--- src/rtl/conv3d_cfg_sequencer.sv ---
// Config-bus initiator for the conv3d engine: queues host register writes and replays
// them one per cycle, auto-clearing run/prefetch triggers once the engine reports done.
module conv3d_cfg_sequencer #(
  parameter int DEPTH = 16,
  parameter int LW    = $clog2(DEPTH) + 1
) (
  input  logic          clk,
  input  logic          rst,
  input  logic          s_valid,
  output logic          s_ready,
  input  logic [5:0]    s_addr,
  input  logic [31:0]   s_data,
  output logic          config_ena,
  output logic [5:0]    config_addr,
  output logic [31:0]   config_data,
  input  logic          conv_done,
  input  logic          prefetch_done,
  output logic          busy,
  output logic [LW-1:0] fifo_level
);

  localparam int AW = $clog2(DEPTH);
  localparam logic [1:0] ST_IDLE      = 2'd0;
  localparam logic [1:0] ST_WAIT_CONV = 2'd1;
  localparam logic [1:0] ST_WAIT_PF   = 2'd2;
  localparam logic [1:0] ST_CLEAR     = 2'd3;
  localparam logic [5:0] ADDR_WPREFETCH = 6'd2;
  localparam logic [5:0] ADDR_CONVRUN   = 6'd19;

  logic [5:0]    mem_addr_r [DEPTH];
  logic [31:0]   mem_data_r [DEPTH];
  logic [AW-1:0] wr_ptr_r, rd_ptr_r;
  logic [LW-1:0] level_r;
  logic [1:0]    state_r, state_nx_s;
  logic [5:0]    clr_tgt_r;
  logic          clear_r;
  logic          iss_valid_r;
  logic [5:0]    iss_addr_r;
  logic [31:0]   iss_data_r;
  logic          push_s, pop_s, is_trig_s;
  logic [5:0]    head_addr_s;
  logic [31:0]   head_data_s;

  assign s_ready     = (level_r != LW'(DEPTH));
  assign push_s      = s_valid && s_ready;
  assign head_addr_s = mem_addr_r[rd_ptr_r];
  assign head_data_s = mem_data_r[rd_ptr_r];
  assign is_trig_s   = head_data_s[0] &&
                       ((head_addr_s == ADDR_WPREFETCH) || (head_addr_s == ADDR_CONVRUN));
  assign fifo_level  = level_r;
  assign busy        = (level_r != {LW{1'b0}}) || (state_r != ST_IDLE) || config_ena || iss_valid_r;

  // Next-state and pop decision; clear_r keeps the cycle of the clear write free of pops.
  always_comb begin
    state_nx_s = state_r;
    pop_s      = 1'b0;
    case (state_r)
      ST_IDLE: begin
        if ((level_r != {LW{1'b0}}) && !clear_r) begin
          pop_s = 1'b1;
          if (is_trig_s) begin
            state_nx_s = (head_addr_s == ADDR_CONVRUN) ? ST_WAIT_CONV : ST_WAIT_PF;
          end else begin
            state_nx_s = ST_IDLE;
          end
        end else begin
          pop_s = 1'b0;
        end
      end
      ST_WAIT_CONV: begin
        if (conv_done) state_nx_s = ST_CLEAR;
        else           state_nx_s = ST_WAIT_CONV;
      end
      ST_WAIT_PF: begin
        if (prefetch_done) state_nx_s = ST_CLEAR;
        else               state_nx_s = ST_WAIT_PF;
      end
      ST_CLEAR: state_nx_s = ST_IDLE;
      default:  state_nx_s = ST_IDLE;
    endcase
  end

  // FIFO storage, not reset: occupancy is tracked by level_r.
  always_ff @(posedge clk) begin
    if (push_s) begin
      mem_addr_r[wr_ptr_r] <= s_addr;
      mem_data_r[wr_ptr_r] <= s_data;
    end
  end

  // FIFO pointers and occupancy.
  always_ff @(posedge clk or posedge rst) begin
    if (rst) begin
      wr_ptr_r <= {AW{1'b0}};
      rd_ptr_r <= {AW{1'b0}};
      level_r  <= {LW{1'b0}};
    end else begin
      if (push_s) wr_ptr_r <= wr_ptr_r + AW'(1);
      if (pop_s)  rd_ptr_r <= rd_ptr_r + AW'(1);
      case ({push_s, pop_s})
        2'b10:   level_r <= level_r + LW'(1);
        2'b01:   level_r <= level_r - LW'(1);
        default: level_r <= level_r;
      endcase
    end
  end

  // FSM, issue stage and registered config port.
  always_ff @(posedge clk or posedge rst) begin
    if (rst) begin
      state_r     <= ST_IDLE;
      clr_tgt_r   <= 6'd0;
      clear_r     <= 1'b0;
      iss_valid_r <= 1'b0;
      iss_addr_r  <= 6'd0;
      iss_data_r  <= 32'd0;
      config_ena  <= 1'b0;
      config_addr <= 6'd0;
      config_data <= 32'd0;
    end else begin
      state_r     <= state_nx_s;
      clear_r     <= (state_r == ST_CLEAR);
      iss_valid_r <= pop_s;
      if (pop_s) begin
        iss_addr_r <= head_addr_s;
        iss_data_r <= head_data_s;
      end
      if (state_r == ST_WAIT_CONV)    clr_tgt_r <= ADDR_CONVRUN;
      else if (state_r == ST_WAIT_PF) clr_tgt_r <= ADDR_WPREFETCH;
      if (state_r == ST_CLEAR) begin
        config_ena  <= 1'b1;
        config_addr <= clr_tgt_r;
        config_data <= 32'd0;
      end else if (iss_valid_r) begin
        config_ena  <= 1'b1;
        config_addr <= iss_addr_r;
        config_data <= iss_data_r;
      end else begin
        config_ena  <= 1'b0;
      end
    end
  end

endmodule

--- config.mk ---
export PLATFORM = sky130hd
export DESIGN_NAME = conv3d_cfg_sequencer
export DESIGN_NICKNAME = d
export VERILOG_FILES = /design/src/rtl/conv3d_cfg_sequencer.sv
export SDC_FILE = /design/constraint.sdc
export NUM_CORES = 1
export LEC_CHECK = 0
export BUFFER_PORTS_ARGS = -buffer_cell sky130_fd_sc_hd__buf_2
export CORE_ASPECT_RATIO = 1.1
export CORE_UTILIZATION = 49
export CTS_CLUSTER_DIAMETER = 200
export DETAILED_ROUTE_END_ITERATION = 8
export PLACE_DENSITY_LB_ADDON = 0.15
export REMOVE_ABC_BUFFERS = 1
export SLEW_MARGIN = 10
export SYNTH_ARGS = -nofsm -noshare
export SYNTH_HDL_FRONTEND = slang
export SYNTH_SLANG_ARGS = --single-unit
--- constraint.sdc ---
create_clock -name clk -period 8 [get_ports clk]
set_clock_uncertainty 0.05 [all_clocks]
set_input_delay 0.8 -clock clk [delete_from_list [all_inputs] [get_ports clk]]
set_output_delay 0.8 -clock clk [all_outputs]
set_load 0.01 [all_outputs]
==> impl_results.md <==
* HPWL after detailed placement at 28.5 mm
* Final nets at 1493
* CP endpoint kind: register
* Number of global-route vias before repair at 13300
* Final GP Congestion at 0.708
* Total Neg Setup Slack at 0 ns
* Final min period at 3.87 ns
* Clock Path Buffers at 3
* Worst Hold Slack at 0.255 ns
* Clk root buf: clkbuf_16
* Largest cells by area after synthesis: edfxtp_1, mux4_2, dfrtp_1
* Maximum VDD drop at 0.189 mV
* Max Fanout on Critical Path at 52
* WS Path Type: reg2reg
* Leading area contributor after synthesis: edfxtp_1
* Wl on met1 at 24.7 mm
* Die area at 0.0560 sq mm
* TritonRoute pass-1 iters at 5
* Leak at 10.4 nW
* Core ar. at 0.0540 sq mm
* Initial drt markers at 1084
* Post-synthesis cell count at 1317
* End-of-flow core utilization at 0.566
* Ant diodes at 0
* FF+latch count, synth at 704
* Initial antenna violation count at 2
* Routed vias at 13000
* GR Util All Layers at 0.219
* Avg Inst Size Synth at 20.5 sq um
* Fmax at 258 MHz
* Fin worst setup slack at 4.13 ns
* CTS tree: yes
* DRC viols at 0
* Port Buffers at 88
* Die Wd at 226 um
* Die height at 248 um
* Fin crit share at 0.484
* Drt total wl at 59.4 mm
* Design Power at 11.4 mW
* I/O pins at 89
* Syn. warnings at 0
* Met3 WL post-DR at 3.01 mm
* Setup violators final at 0
* Highest metal used: met5
* Initial Util at 0.500
* # resized after CTS at 0
* Pre-CTS setup slack at 4.20 ns
* Cell area after synthesis at 0.0270 sq mm
* Fin. max-slew vios at 0
* Clock sink count at 704
* # hold bufs at CTS at 0
* Num CTS Buffers at 72
* Largest net degree at the start of global routing at 99
* Wire length of the first global-routing pass at 87.4 mm
* Clock-pin slew on the worst setup and hold paths at 0.06 ns
* Critical Path AT at 4.30 ns
* Count of cell types in the netlist at 40
* Fin. Hold Viols at 0
* Avg Vias per Cell at 5.86
* Met2 Routed Length at 30.5 mm
* H-tree levels at 3
* Setup Fix Bufs, Post-CTS at 0
* RSZ-0062 raised after global routing: false
* Critical Path Start Type: register
* Synth-to-Final Area Change at 13.2%
* Worst path required time at 8.43 ns
* Routed WL per cell at 26.7 um
* Global route overflow at 0
* Relative slew slack at 0.188
* Share of cells above drive strength 1 at 0.270
* Hold Path Class: in2async
* Slew at the pin closest to its max-slew limit at 1.22 ns
* Clk_lat worst skew at 0.60 ns
* Share of the synthesized area in the top cell type at 0.676
* Status: completed
* ANT nets after route at 0
* FF-to-FF path depth at 16
* PwrDens at 373 mW/mm^2
* Num rows at 89
* Max cap viols at 0
* Sequential-to-total area share from yosys stat at 0.765
[cell families after synthesis]
kind of cell	share of synthesized area
DFF	0.765
muxes	0.155
and+or+nand+nor	0.0247
AOI/OAI and AO/OA	0.0291
buffers and inverters	0.0161
adders and majority gates	0.00603
xor gates and xnor gates	0.00389
[where the power goes]
part	switching (mW)	leakage [nW]	total [mW]	internal, mW
sequential	0.348	6.63	4.94	4.59
clock	1.34	1.10	3.23	1.89
combinational	1.78	2.71	3.22	1.44
total	3.47	10.4	11.4	7.92
[cells in the final DEF (no fill, tap or decap), types with 3 or more instances in the layout]
cell       count
a211oi_1       3
a21oi_1        5
a22o_1         8
a22oi_1        5
buf_2         88
buf_4         29
bufinv_16      5
clkbuf_1      25
clkbuf_16     73
clkbuf_8       4
clkinv_1      11
clkinv_2       8
dfrtp_1       92
edfxtp_1     608
ha_1          12
inv_1          6
inv_6          4
mux2_2        16
mux2i_1       76
mux4_2       144
nand2_1       62
nand2b_1       4
nand4_1        3
nor2_1        54
nor2_4        12
nor2b_1        7
nor3_2         4
o21ai_0       48
o221ai_1      38
xnor2_1        7
xor2_1         5
[worst max-delay path, cell delays in order, from the launching register on]
cell and delay, ns:
dfrtp_1 0.45, nor4_1 0.37, nor2b_1 0.26, nor2_1 0.08, nand2_2 0.06, buf_4 0.53
inv_2 0.05, buf_4 0.27, ha_1 0.35, xor2_1 0.18, ha_1 0.23, a21o_1 0.19
nand2_1 0.07, a21oi_1 0.06, a221oi_1 0.28, nor2_1 0.09, xor2_1 0.14
[state kept, by name, indices dropped and copies added (netlist names), 2 cells and up]
name         cells
clr_tgt_r        2
config_addr      6
config_data     32
fifo_level       5
iss_addr_r       6
iss_data_r      32
mem_addr_r      96
mem_data_r     512
rd_ptr_r         4
state_r          2
wr_ptr_r         4
[area by class of cell]
cell class,instances,area [sq um]
sequential,704,20700
clock buffer,102,1980
timing repair buffer,118,678
inverter,9,36.3
clock inverter,30,282
fill,4097,23400
tap,728,911
multi-input combinational,532,6020
[routing by layer]
layer | vias up | global-route usage
li1 | 5595 | -
met1 | 6974 | 0.294
met2 | 366 | 0.375
met3 | 84 | 0.0309
met4 | 4 | 0.0658
met5 | - | 0
[cell usage after synthesis (all sizes together)]
library cell and number:
a21oi 5, xnor2 7, nor4 1, dfrtp 96
mux2 16, a31o 1, nand2b 4, a21o 2
nand4 3, a22oi 5, and2 2, a211oi 3
a31oi 1, o221ai 38, inv 9, nor2b 7
nor3b 1, o21a 1, or2 2, a22o 8
and4bb 1, nor4b 2, buf 40, edfxtp 608
ha 13, nand3 1, o32a 1, nor3 4
clkbuf 32, nand2 63, mux2i 76, nor2 66
a221oi 1, o21ai 48, xor2 5, mux4 144
[through the flow]
stage | cell area [sq um] | cells
6_report | 30600 | 2223
2_1_floorplan | 26600 | 1245
4_1_cts | 30600 | 2223
5_1_grt | 30600 | 2223
3_3_place_gp | 28300 | 2091
3_5_place_dp | 28300 | 2091
[final timing paths]
| check | start | to | slack (ns) |
|---|---|---|---|
| min | rst | config_data[21] | 0.25 |
| max in group asynchronous | rst | rd_ptr_r[0] | 6.26 |
| max reg2reg | fifo_level[1] | fifo_level[4] | 4.13 |
| min reg2reg | clr_tgt_r[1] | clr_tgt_r[1] | 0.42 |
| max | fifo_level[1] | fifo_level[4] | 4.13 |
| min in group clk | clr_tgt_r[1] | clr_tgt_r[1] | 0.42 |
(Power assumes the default switching activity.)
